$ cat config.mk
export PLATFORM = sky130hd
export DESIGN_NAME = lap_mem_ctrl_flat
export DESIGN_NICKNAME = d
export VERILOG_FILES = /design/src/rtl/lap_mem_ctrl_pkg.sv /design/src/rtl/lap_mem_ctrl_if.sv /design/src/rtl/lap_mem_ctrl.sv /design/src/flat_wrapper.sv
export SDC_FILE = /design/constraint.sdc
export NUM_CORES = 1
export LEC_CHECK = 0
export CORE_MARGIN = 10
export CORE_UTILIZATION = 51
export DETAILED_ROUTE_END_ITERATION = 12
export GPL_ROUTABILITY_DRIVEN = 0
export GPL_TIMING_DRIVEN = 0
export PLACE_DENSITY_LB_ADDON = 0.05
export SLEW_MARGIN = 20
export SYNTH_ARGS = -nofsm -noshare
export SYNTH_HDL_FRONTEND = slang
export SYNTH_SLANG_ARGS = --single-unit
$ cat constraint.sdc
create_clock -name clk -period 5.85 [get_ports clk]
set_clock_uncertainty 0.1 [all_clocks]
set_input_delay 0.8775 -clock clk [delete_from_list [all_inputs] [get_ports clk]]
set_output_delay 0.8775 -clock clk [all_outputs]
set_load 0.01 [all_outputs]
$ cat src/rtl/lap_mem_ctrl_pkg.sv
`default_nettype none
// ============================================================================
//  Module      : stopwatch_pkg
//  Description : Shared constants, time-value type and lap sequencer state
//                encoding for the stopwatch lap memory path.
//  Revision    : 1.0 - initial release
// ============================================================================
package stopwatch_pkg;

    localparam int DW    = 24;        // time value / register-file word width
    localparam int AW    = 4;         // register-file address width
    localparam int DEPTH = 1 << AW;   // number of lap slots

    typedef logic [DW-1:0] time_t;

    // Write accesses take three cycles, read accesses three cycles.
    typedef enum logic [2:0] {
        IDLE    = 3'd0,
        W_SETUP = 3'd1,
        W_PULSE = 3'd2,
        W_HOLD  = 3'd3,
        R_SETUP = 3'd4,
        R_PULSE = 3'd5,
        R_CAP   = 3'd6
    } state_e;

endpackage : stopwatch_pkg
`default_nettype wire

$ cat src/rtl/lap_mem_ctrl_if.sv
`default_nettype none
// ============================================================================
//  Module      : lap_mem_ctrl_if
//  Description : Bundles the user controls, register-file bus and lap view
//                outputs of the lap memory controller.
//  Revision    : 1.0 - initial release
// ============================================================================
interface lap_mem_ctrl_if #(
    parameter int DW = stopwatch_pkg::DW,
    parameter int AW = stopwatch_pkg::AW
);
    // user side
    logic          running;
    logic [DW-1:0] time_in;
    logic          lap_req;
    logic          clr_req;
    logic          nav_next;
    logic          nav_prev;
    // register-file side
    logic          rf_wclk;
    logic          rf_rclk;
    logic [AW-1:0] rf_addr;
    logic [DW-1:0] rf_din;
    logic [DW-1:0] rf_dout;
    // status / display side
    logic [AW:0]   lap_count;
    logic [AW-1:0] view_idx;
    logic [DW-1:0] view_data;
    logic          view_valid;
    logic          full;
    logic          busy;

    // Controller view
    modport master (
        input  running, time_in, lap_req, clr_req, nav_next, nav_prev, rf_dout,
        output rf_wclk, rf_rclk, rf_addr, rf_din,
        output lap_count, view_idx, view_data, view_valid, full, busy
    );

    // Environment view (buttons, register file, display)
    modport slave (
        output running, time_in, lap_req, clr_req, nav_next, nav_prev, rf_dout,
        input  rf_wclk, rf_rclk, rf_addr, rf_din,
        input  lap_count, view_idx, view_data, view_valid, full, busy
    );

endinterface : lap_mem_ctrl_if
`default_nettype wire

$ cat src/rtl/lap_mem_ctrl.sv
`default_nettype none
// ============================================================================
//  Module      : lap_mem_ctrl
//  Description : Sequences the lap register file: snapshots the running time
//                on a lap press, writes it, keeps the lap count, and reads
//                back the selected lap for the display.
//  Revision    : 1.0 - initial release
// ============================================================================
module lap_mem_ctrl #(
    parameter int DW        = stopwatch_pkg::DW,
    parameter int AW        = stopwatch_pkg::AW,
    parameter int OVERWRITE = 0
) (
    input  logic            clk,
    input  logic            rst,
    lap_mem_ctrl_if.master  bus
);
    import stopwatch_pkg::*;

    localparam logic [AW:0] FULL_CNT = {1'b1, {AW{1'b0}}};

    state_e        state_q,      state_d;
    logic [AW-1:0] wr_ptr_q,     wr_ptr_d;
    logic [AW:0]   count_q,      count_d;
    logic [AW-1:0] view_idx_q,   view_idx_d;
    logic          view_valid_q, view_valid_d;
    logic [DW-1:0] view_data_q,  view_data_d;
    logic [AW-1:0] addr_q,       addr_d;
    logic [DW-1:0] din_q,        din_d;
    logic          pend_q,       pend_d;
    logic [DW-1:0] pend_time_q,  pend_time_d;
    logic          wclk_q;
    logic          rclk_q;

    logic          full_now;
    logic          can_write;
    logic          nav_one;
    logic [AW:0]   last_idx;
    logic [AW-1:0] ptr_after;
    logic [AW:0]   count_after;
    logic          full_after;
    logic [AW:0]   newest_idx;

    // Logical lap index to physical slot; once the ring has wrapped the
    // oldest lap lives at the write pointer.
    function automatic logic [AW-1:0] phys(input logic [AW-1:0] idx,
                                           input logic [AW-1:0] wp,
                                           input logic          is_full);
        if ((OVERWRITE != 0) && is_full) begin
            return idx + wp;
        end
        return idx;
    endfunction

    assign full_now    = (count_q == FULL_CNT);
    assign can_write   = !full_now || (OVERWRITE != 0);
    assign nav_one     = bus.nav_next ^ bus.nav_prev;
    assign last_idx    = count_q - 1'b1;
    assign ptr_after   = wr_ptr_q + 1'b1;
    assign count_after = full_now ? count_q : count_q + 1'b1;
    assign full_after  = (count_after == FULL_CNT);
    assign newest_idx  = count_after - 1'b1;

    // Next-state, address/data and bookkeeping for the strobe sequencer
    always_comb begin
        state_d      = state_q;
        wr_ptr_d     = wr_ptr_q;
        count_d      = count_q;
        view_idx_d   = view_idx_q;
        view_valid_d = view_valid_q;
        view_data_d  = view_data_q;
        addr_d       = addr_q;
        din_d        = din_q;
        pend_d       = pend_q;
        pend_time_d  = pend_time_q;

        // A lap pressed mid-sequence is parked (one deep) with its own time.
        if ((state_q != IDLE) && bus.lap_req && bus.running && !pend_q) begin
            pend_d      = 1'b1;
            pend_time_d = bus.time_in;
        end

        case (state_q)
            IDLE: begin
                if (pend_q) begin
                    pend_d = 1'b0;
                    if (can_write) begin
                        state_d = W_SETUP;
                        addr_d  = wr_ptr_q;
                        din_d   = pend_time_q;
                    end
                end else if (bus.lap_req && bus.running && can_write) begin
                    state_d = W_SETUP;
                    addr_d  = wr_ptr_q;
                    din_d   = bus.time_in;
                end else if (nav_one && (count_q != '0)) begin
                    if (bus.nav_next) begin
                        view_idx_d = ({1'b0, view_idx_q} == last_idx) ? '0 : view_idx_q + 1'b1;
                    end else begin
                        view_idx_d = (view_idx_q == '0) ? last_idx[AW-1:0] : view_idx_q - 1'b1;
                    end
                    addr_d  = phys(view_idx_d, wr_ptr_q, full_now);
                    state_d = R_SETUP;
                end
            end
            W_SETUP: state_d = W_PULSE;
            W_PULSE: state_d = W_HOLD;
            W_HOLD: begin
                // Commit the write, then show the lap just recorded.
                wr_ptr_d   = ptr_after;
                count_d    = count_after;
                view_idx_d = newest_idx[AW-1:0];
                addr_d     = phys(newest_idx[AW-1:0], ptr_after, full_after);
                state_d    = R_SETUP;
            end
            R_SETUP: state_d = R_PULSE;
            R_PULSE: state_d = R_CAP;
            R_CAP: begin
                view_data_d  = bus.rf_dout;
                view_valid_d = 1'b1;
                state_d      = IDLE;
            end
            default: state_d = IDLE;
        endcase

        // Clear overrides everything, including a lap in the same cycle.
        if (bus.clr_req) begin
            state_d      = IDLE;
            count_d      = '0;
            wr_ptr_d     = '0;
            view_idx_d   = '0;
            view_valid_d = 1'b0;
            pend_d       = 1'b0;
        end
    end

    // State, bookkeeping and registered strobes
    always_ff @(posedge clk) begin
        if (rst) begin
            state_q      <= IDLE;
            wr_ptr_q     <= '0;
            count_q      <= '0;
            view_idx_q   <= '0;
            view_valid_q <= 1'b0;
            view_data_q  <= '0;
            addr_q       <= '0;
            din_q        <= '0;
            pend_q       <= 1'b0;
            pend_time_q  <= '0;
            wclk_q       <= 1'b0;
            rclk_q       <= 1'b0;
        end else begin
            state_q      <= state_d;
            wr_ptr_q     <= wr_ptr_d;
            count_q      <= count_d;
            view_idx_q   <= view_idx_d;
            view_valid_q <= view_valid_d;
            view_data_q  <= view_data_d;
            addr_q       <= addr_d;
            din_q        <= din_d;
            pend_q       <= pend_d;
            pend_time_q  <= pend_time_d;
            wclk_q       <= (state_d == W_PULSE);
            rclk_q       <= (state_d == R_PULSE);
        end
    end

    assign bus.rf_wclk    = wclk_q;
    assign bus.rf_rclk    = rclk_q;
    assign bus.rf_addr    = addr_q;
    assign bus.rf_din     = din_q;
    assign bus.lap_count  = count_q;
    assign bus.view_idx   = view_idx_q;
    assign bus.view_data  = view_data_q;
    assign bus.view_valid = view_valid_q;
    assign bus.full       = full_now;
    assign bus.busy       = (state_q != IDLE);

endmodule : lap_mem_ctrl
`default_nettype wire
$ cat src/flat_wrapper.sv
// flat-port wrapper written by rule: the top's interface ports become plain ports
module lap_mem_ctrl_flat import stopwatch_pkg::*;
#(
    parameter int DW        = stopwatch_pkg::DW,
    parameter int AW        = stopwatch_pkg::AW,
    parameter int OVERWRITE = 0
)
  (clk, rst, bus_running, bus_time_in, bus_lap_req, bus_clr_req, bus_nav_next, bus_nav_prev, bus_rf_dout, bus_rf_wclk, bus_rf_rclk, bus_rf_addr, bus_rf_din, bus_lap_count, bus_view_idx, bus_view_data, bus_view_valid, bus_full, bus_busy);
  lap_mem_ctrl_if #(.DW(DW), .AW(AW)) bus_i ();
  input  logic clk;
  input  logic rst;
  input wire logic [$bits(bus_i.running)-1:0] bus_running;
  input wire logic [$bits(bus_i.time_in)-1:0] bus_time_in;
  input wire logic [$bits(bus_i.lap_req)-1:0] bus_lap_req;
  input wire logic [$bits(bus_i.clr_req)-1:0] bus_clr_req;
  input wire logic [$bits(bus_i.nav_next)-1:0] bus_nav_next;
  input wire logic [$bits(bus_i.nav_prev)-1:0] bus_nav_prev;
  input wire logic [$bits(bus_i.rf_dout)-1:0] bus_rf_dout;
  output wire logic [$bits(bus_i.rf_wclk)-1:0] bus_rf_wclk;
  output wire logic [$bits(bus_i.rf_rclk)-1:0] bus_rf_rclk;
  output wire logic [$bits(bus_i.rf_addr)-1:0] bus_rf_addr;
  output wire logic [$bits(bus_i.rf_din)-1:0] bus_rf_din;
  output wire logic [$bits(bus_i.lap_count)-1:0] bus_lap_count;
  output wire logic [$bits(bus_i.view_idx)-1:0] bus_view_idx;
  output wire logic [$bits(bus_i.view_data)-1:0] bus_view_data;
  output wire logic [$bits(bus_i.view_valid)-1:0] bus_view_valid;
  output wire logic [$bits(bus_i.full)-1:0] bus_full;
  output wire logic [$bits(bus_i.busy)-1:0] bus_busy;
  assign bus_i.running = bus_running;
  assign bus_i.time_in = bus_time_in;
  assign bus_i.lap_req = bus_lap_req;
  assign bus_i.clr_req = bus_clr_req;
  assign bus_i.nav_next = bus_nav_next;
  assign bus_i.nav_prev = bus_nav_prev;
  assign bus_i.rf_dout = bus_rf_dout;
  assign bus_rf_wclk = bus_i.rf_wclk;
  assign bus_rf_rclk = bus_i.rf_rclk;
  assign bus_rf_addr = bus_i.rf_addr;
  assign bus_rf_din = bus_i.rf_din;
  assign bus_lap_count = bus_i.lap_count;
  assign bus_view_idx = bus_i.view_idx;
  assign bus_view_data = bus_i.view_data;
  assign bus_view_valid = bus_i.view_valid;
  assign bus_full = bus_i.full;
  assign bus_busy = bus_i.busy;
  lap_mem_ctrl #(.DW(DW), .AW(AW), .OVERWRITE(OVERWRITE)) u_core (.clk(clk), .rst(rst), .bus(bus_i));
endmodule
Word level (Yosys, flattened, before mapping)

Index checks and enable logic that the tools add are counted.

Input port bits: 55
Output and inout bits: 66
Bits in registers: 96
Word-level logic and storage cells: 77

Add/subtract/negate cells: 6
Reductions and logical operators: 18
Mux-type cells: 24
Bitwise gates (word level): 1
Equal/unequal tests: 16

Operators by type and width:

| cell                                                 | count |
|---|---|
| two-way mux 24 bit                                   | 3 |
| two-way mux 4 bit                                    | 9 |
| one-hot mux 3 bit (6 select lines)                   | 1 |
| one-hot mux 4 bit (2 select lines)                   | 2 |
| two-way mux 3 bit                                    | 5 |
| equality test 3 bit (second input constant)          | 4 |
| equality test 3 x 2 -> 1 bit (second input constant) | 3 |
| adder 4 x 1 -> 4 bit (second input constant)         | 2 |
| subtractor 4 x 1 -> 4 bit (second input constant)    | 2 |
| logical AND 1 bit                                    | 6 |
| != test 2 bit (second input constant)                | 3 |
| AND reduction 3 bit                                  | 2 |
| adder 5 x 1 -> 5 bit (second input constant)         | 1 |
| equality test 4 x 5 -> 1 bit                         | 1 |
| equality test 5 bit (second input constant)          | 1 |
| two-way mux 5 bit                                    | 1 |
| nonzero test 5 bit                                   | 1 |
| subtractor 5 x 1 -> 5 bit (second input constant)    | 1 |
| logical NOT 4 bit                                    | 1 |
| != test 4 x 1 -> 1 bit (second input constant)       | 1 |
| AND reduction 4 bit                                  | 1 |
| nonzero test 2 bit                                   | 2 |
| equality test 3 x 1 -> 1 bit (second input constant) | 1 |
| logical NOT 3 bit                                    | 1 |
| other kinds (7)                                      | 10 |

Depth between registers and ports, before layout

Gate-level depths: netlist of the first run.

Depth in word-level cells: 8
Gate-level depth with buffers: 12
Depth with buffers taken out: 11

Worst setup path after synthesis of the first run

No wires, ideal clock.

Kind: register to register
Start point: register u_core.count_q[0], in the netlist u_core.bus.lap_count[0]
End point: register u_core.addr_q[2], in the netlist u_core.bus.rf_addr[2]
Library setup time: 0.092 ns
Required time: 5.658 ns
Stages on the path, launching flop included: 13
Buffers on the path: 1
Slack: 3.415 ns
Period minus slack after synthesis: 2.435 ns
Arrival time: 2.243 ns
Cells stage by stage: dfxtp_1 -> clkbuf_1 -> inv_1 -> ha_1 -> nand4bb_4 -> inv_4 -> nand2_1 -> nand2_1 -> ha_1 -> or3_1 -> nand3_1 -> a21oi_1 -> nor4_1

Elaborated cells between the ends (all ways): 20
Those cells by class: add/sub (3); eq/ne (4); mux (8); reduce/logical (5)

RTL lines:

| item                                                              | RTL line            | text |
|---|---|---|
| from (decl)                                                       | lap_mem_ctrl.sv:24  | `logic [AW:0] count_q, count_d;` |
| from (signal assigned)                                            | lap_mem_ctrl.sv:155 | `count_q <= count_d;` |
| equality test 5 bit (*)                                           | lap_mem_ctrl.sv:55  | `assign full_now = (count_q == FULL_CNT);` |
| via bus_full                                                      | flat_wrapper.sv:27  | `output wire logic [$bits(bus_i.full)-1:0] bus_full;` |
| branches (longest 5 deep; another with subtractor 4 x 1 -> 4 bit) | n/a                 |  |
| to (signal assigned)                                              | lap_mem_ctrl.sv:159 | `addr_q <= addr_d;` |
| to (decl)                                                         | lap_mem_ctrl.sv:28  | `logic [AW-1:0] addr_q, addr_d;` |

Mark *: on every way through the listed nets, which the timed path passes. The select of a mux whose other input is x is not followed.
A chain may end at the register's enable or synchronous reset.

Worst setup path after layout of the first run

Start point: register u_core.count_q[0], in the netlist u_core.bus.lap_count[0]
End point: output port bus_full

Word-level cells in the longest chain between the ends: 1

RTL lines:

| item                | RTL line |
|---|---|
| equality test 5 bit | lap_mem_ctrl.sv:55 |
| to (decl)           | flat_wrapper.sv:27 |

No other way between the ends.

==> results of run 1 <==
-- power by group through the flow --
stage	Sequential (mW)	Clock (mW)	Combinational [mW]
finish	0.681	0.406	0.159
global route	0.683	0.441	0.173
CTS	0.681	0.412	0.159
detailed placement	0.696	0	0.158
global placement	0.695	0	0.156
floorplan	0.702	0	0.0632
-- per-layer routing --
| layer | GRT usage, % | wire, um | vias to the layer above |
|---|---|---|---|
| met3 | 7.62 | 1150 | 9 |
| met5 | 0 | 0 | - |
| li1 | - | - | 2036 |
| met2 | 30.2 | 5610 | 123 |
| met1 | 22.0 | 5110 | 1891 |
| met4 | 5.31 | 103 | 0 |
-- layout make-up --
| cell class | instances | share of cell area [%] |
|---|---|---|
| multi-input combinational | 373 | 36.8 |
| tap | 105 | 2.28 |
| timing repair buffer | 118 | 20.5 |
| sequential | 96 | 33.3 |
| clock inverter | 6 | 0.846 |
| buffer | 41 | 3.26 |
| inverter | 12 | 0.825 |
| clock buffer | 10 | 2.21 |
-- stage by stage --
stage	power, mW	hold WS [ns]	instances
final	1.25	0.358	761
after global routing	1.30	0.379	761
after CTS	1.25	0.362	761
after detailed placement	0.854	0.348	745
after global placement	0.851	0.340	745
after floorplan	0.765	0.336	522
-- kinds of logic (layout without fill, tap and decap cells) --
logic type               after synthesis  count (layout)  share of synthesized area (%)
buffers and inverters                 53             187                           5.50
adder cells (fa/ha/maj)                6               6                           1.76
AND/OR/NAND/NOR                      209             209                           22.0
XOR/XNOR                              17              17                           3.48
AO/OA/AOI/OAI                        115             115                           16.3
flip-flops                            96              96                           44.9
multiplexers                          26              26                           6.09
-- state kept, by name (all words and copies together), names as in the netlist, 3 cells and up --
signal and cells:
u_core.bus.lap_count 5, u_core.bus.rf_addr 4, u_core.bus.rf_din 24, u_core.bus.view_data 24, u_core.bus.view_idx 4, u_core.pend_time_q 24
u_core.state_q 3, u_core.wr_ptr_q 4
-- worst reg2reg max path, delay by kind of cell (launching register included) --
kind            cells  cell delay (ns)
simple gates        6             0.90
fa+ha+maj           2             0.53
buf+inv             3             0.50
flops               1             0.37
compound gates      1             0.22
-- cell usage in the layout, fill, tap and decap left out, drive strengths merged, types with 8 or more instances in the layout --
master         count
a211oi            26
a21oi             64
buf               13
clkbuf            38
clkdlybuf4s50    118
dfxtp             96
inv               15
mux2i             26
nand2            115
nand3             11
nor2              44
nor3              13
xnor2              9
xor2               8
-- how the worst max path moves through the flow --
stage,slack (ns),endpoint,cells after the start,start
2_1_floorplan,3.42,u_core.bus.rf_addr[2],12,u_core.bus.lap_count[0]
3_3_place_gp,2.83,u_core.pend_time_q[7],6,bus_running
3_5_place_dp,2.76,u_core.pend_time_q[17],6,bus_lap_req
4_1_cts,2.64,bus_full,6,u_core.bus.lap_count[0]
5_1_grt,2.48,bus_full,6,u_core.bus.lap_count[0]
6_report,2.64,bus_full,6,u_core.bus.lap_count[0]
==> flow_metrics.tcl, run 1 <==
set metrics [dict create \
    status "finished clean" \
    crit_arrival_ns 2.23 \
    setup_tns_ns 0 \
    grt_max_degree 18 \
    cts_sinks 96 \
    fmax_mhz 312 \
    start_util_pct 52.3 \
    cp_num_buf_inv 4 \
    fp.dieW_um 112 \
    timing.rr.end "u_core.bus.view_idx[2]" \
    period_share_pct 54.8 \
    multi_input_area_um2 2120 \
    seq_area_frac_synth_pct 44.9 \
    setup_viol 0 \
    cpLargestDelayFamily "buffers and inverters" \
    hp-start "u_core.bus.view_data[6]" \
    cts_tree "yes" \
    die_h_um 112 \
    hold_class "flip-flop to flip-flop" \
    timing.final.ws_setup_ns 2.64 \
    grt_use_total_pct 18.6 \
    yosysTopAreaCell "dfxtp_1" \
    path_max_fanout 9 \
    swShare_pct 26.5 \
    cp_slowest_cell "clkdlybuf4s50_1" \
    cp.required_ns 4.87 \
    synth.most_common_cell "nand2_1" \
    synth.area.top_cells "dfxtp_1 (45%), nand2_1 (10%), a21oi_1 (7.4%)" \
    fin_util_pct 70.5 \
    cts_hold_buf 0 \
    cts.htree.levels 3 \
    drive_gt1_share_pct 6.10 \
    holdPathStages 2 \
    placed_area_um2 5590 \
    internal_power_mw 0.916 \
    cap_violations 0 \
    ys_async_sr_fraction_pct 0 \
    power.leakage_nw 1.97 \
    grt_first_pass_wirelength_um 19600 \
    comb_power_share_pct 12.7 \
    worst_setup_path_end_kind "output port" \
    powerDensity_nw_per_um2 216 \
    pwr-share-clk_pct 32.6 \
    core_area_um2 8180 \
    io_pins 121 \
    clockBufferDepth 2 \
    fillerInstances 664 \
    crit_type "flip-flop to output port" \
    critical-path-max-stage-delay_ns 0.55 \
    ys_ff_latch 96 \
    timing.rr.start "u_core.bus.lap_count[0]" \
    seq_area_um2 1920 \
    synth_area_um2 4280 \
    worstSkewPairLatency_ns 0.36 \
    synth_ff_type "dfxtp_1" \
    totalWireLength_um 12000 \
    power.switching_mw 0.330 \
    tightest_slew_ns 0.830 \
    start_kind "flip-flop" \
    numCtsBuffers 9 \
    via_count 4059 \
    yosysUniqueCellTypes 51 \
    ff2ff_path_depth 12 \
    ys_warn_count 0 \
    grt_pass1_vias 4014 \
    yosysTopAreaCellShare_pct 44.9 \
    synth_edf_count 0 \
    post-place-ws_ns 2.76 \
    hold_violations 0 \
    synthesis.nets 583 \
    drtAntennaViolNets 0 \
    slew_headroom_pct 44.2 \
    dr.pass1.iters 5 \
    hold_end "u_core.bus.view_data[6]" \
    synthTopCellsByCount "nand2_1 (114), dfxtp_1 (96), a21oi_1 (63)" \
    syn_to_final_growth_pct 34.8 \
    path_clk_slew_ns 0.10 \
    dr.first_iter.drc_count 162 \
    wl_per_cell_um 15.7 \
    cts-root-buf "clkbuf_8" \
    postCtsSetupRepairBufs 0 \
    r2r_setup_slack_ns 3.14 \
    dieArea_um2 12400 \
    via_per_inst 5.33 \
    antenna_found_initial 0 \
    rsz0062_at_grt "no" \
    maxSlewViolCount 0 \
    netlist_instances 522 \
    crit_path_cell_trace "clkbuf_1, inv_1, ha_1, nand4bb_4, inv_4, clkdlybuf4s50_1" \
    rows 33 \
    hpwlAfterDp_um 9030 \
    fin_area_um2 5770 \
    grt-ovfl-total 0 \
    peakVddDrop_v 0.000123 \
    cts_resized 0 \
    diodes 0 \
    port_buffers 118 \
    layout.nets 712 \
    drc 0 \
    final.min_clock_period_ns 3.21 \
    power_frac_seq_pct 54.7 \
    syn_avg_cell_area_um2 8.19 \
]
No activity file was read; power rests on OpenSTA's default activity.
==> run 2: changes to the inputs <==
--- a/config.mk
+++ b/config.mk
@@ -6,7 +6,7 @@
 export NUM_CORES = 1
 export LEC_CHECK = 0
 export CORE_MARGIN = 10
-export CORE_UTILIZATION = 51
+export CORE_UTILIZATION = 48
 export DETAILED_ROUTE_END_ITERATION = 12
 export GPL_ROUTABILITY_DRIVEN = 0
 export GPL_TIMING_DRIVEN = 0
==> constraint.sdc (replaced) <==
create_clock -name clk -period 3.2 [get_ports clk]
set_clock_uncertainty 0.1 [all_clocks]
set_input_delay 0.48 -clock clk [delete_from_list [all_inputs] [get_ports clk]]
set_output_delay 0.48 -clock clk [all_outputs]
set_load 0.01 [all_outputs]
==> flow_metrics.tcl, run 2 (synthesis gave the netlist of run 1 again) <==
set metrics [dict create \
    totalWireLength_um 11900 \
    antenna_found_initial 0 \
    cp.required_ns 2.62 \
    peakVddDrop_v 0.000305 \
    layout_common_cells "clkdlybuf4s50_1 (118), nand2_1 (114), dfxtp_1 (96)" \
    path_max_fanout 9 \
    grt_first_pass_wirelength_um 19700 \
    tightest_slew_ns 0.791 \
    drc 0 \
    path_clk_slew_ns 0.09 \
    worst_setup_path_end_kind "output port" \
    power.leakage_nw 1.99 \
    layout.nets 712 \
    rows 34 \
    hold_class "flip-flop to flip-flop" \
    status "finished clean" \
    hold_slack_ns 0.358 \
    dr.pass1.iters 4 \
    cts_sinks 96 \
    drive_gt1_share_pct 6.11 \
    grt_pass1_vias 4088 \
    crit_arrival_ns 2.25 \
    maxSlewViolCount 0 \
    hold_violations 0 \
    layout_commonest_cell "clkdlybuf4s50_1" \
    worstSkewPairLatency_ns 0.36 \
    start_kind "flip-flop" \
    drtAntennaViolNets 0 \
    via_per_inst 5.29 \
    fillerInstances 758 \
    grt_use_total_pct 18.1 \
    via_count 4036 \
    wl_per_cell_um 15.7 \
    hp-start "u_core.bus.view_data[19]" \
    start_util_pct 49.3 \
    fin_util_pct 66.8 \
    final_cell_count_no_fill 763 \
    slew_headroom_pct 46.8 \
    setup_viol 0 \
    fp.dieW_um 114 \
    cts.htree.levels 3 \
    clockBufferDepth 2 \
    postCtsSetupRepairBufs 0 \
    final.min_clock_period_ns 2.83 \
    setup_tns_ns 0 \
    die_h_um 114 \
    cts_resized 0 \
    hpwlAfterDp_um 9110 \
    cts_hold_buf 0 \
    grt-ovfl-total 0 \
    port_buffers 118 \
    period_share_pct 88.3 \
    cap_violations 0 \
    cts-root-buf "clkbuf_8" \
    diodes 0 \
    numCtsBuffers 9 \
    cts_tree "yes" \
    core_area_um2 8680 \
    placed_area_um2 5590 \
    dr.first_iter.drc_count 164 \
    grt_max_degree 17 \
    dieArea_um2 13100 \
    dp.cells 748 \
    crit_type "flip-flop to output port" \
    powerDensity_nw_per_um2 407 \
    r2r_setup_slack_ns 0.48 \
    io_pins 121 \
    timing.rr.start "u_core.bus.lap_count[0]" \
    rsz0062_at_grt "no" \
    fmax_mhz 354 \
    fin_area_um2 5800 \
    cp-startpoint "u_core.bus.lap_count[0]" \
    syn_to_final_growth_pct 35.5 \
]
==> run 2: cell types whose count changed in the layout (fill, tap and decap cells not counted) <==
cell / previous run / this run
clkinv_2: 1 / 0
clkbuf_8: 9 / 10
clkinv_4: 0 / 2
clkinvlp_4: 2 / 1
clkbuf_1: 28 / 27
bufinv_16: 0 / 1
inv_6: 2 / 0
==> run 2: final cells by class <==
| class | count | area, um2 | share of cell area, % |
|---|---|---|---|
| Buffer | 41 | 188 | 3.24 |
| Inverter | 12 | 47.5 | 0.820 |
| Tap cell | 108 | 135 | 2.33 |
| Clock inverter | 5 | 66.3 | 1.14 |
| Multi-Input combinational cell | 373 | 2120 | 36.6 |
| Timing Repair Buffer | 118 | 1180 | 20.4 |
| Clock buffer | 10 | 138 | 2.37 |
| Sequential cell | 96 | 1920 | 33.2 |
==> run 2: final timing paths <==
check | to | cells past startpoint
hold reg to reg | u_core.bus.view_data[19] | 2
setup reg to reg | u_core.bus.rf_addr[2] | 12
setup / recovery | bus_full | 6
hold / removal | u_core.bus.view_data[19] | 2
==> run 2: routing by layer <==
metal	vias to the layer above	track usage, %	part of all wire [%]	wire length [um]
li1	2035	-	-	-
met1	1882	21.1	43	5200
met2	108	29.6	47	5590
met3	11	7.13	8.7	1040
met4	0	6.18	1.1	126
met5	-	0	0	0
==> run 2: worst max-delay path: stages, from the launching register on <==
cell and delay, ns:
dfxtp_1 0.34, clkbuf_1 0.19, inv_1 0.17, ha_1 0.30, nand4bb_4 0.19, inv_4 0.15
clkdlybuf4s50_1 0.55
==> run 2: stage by stage <==
step | power [mW] | worst slack [ns]
floorplan | 1.40 | 0.765
global placement | 1.56 | 0.525
detailed placement | 1.56 | 0.491
CTS | 2.38 | 0.359
global route | 2.45 | 0.261
finish | 2.36 | 0.375
==> run 2: where the power goes <==
group          switching, mW  leakage, nW  internal [mW]
clock network          0.440        0.100          0.387
logic                  0.134         1.11          0.155
registers             0.0180        0.779           1.23
total                  0.593         1.99           1.77
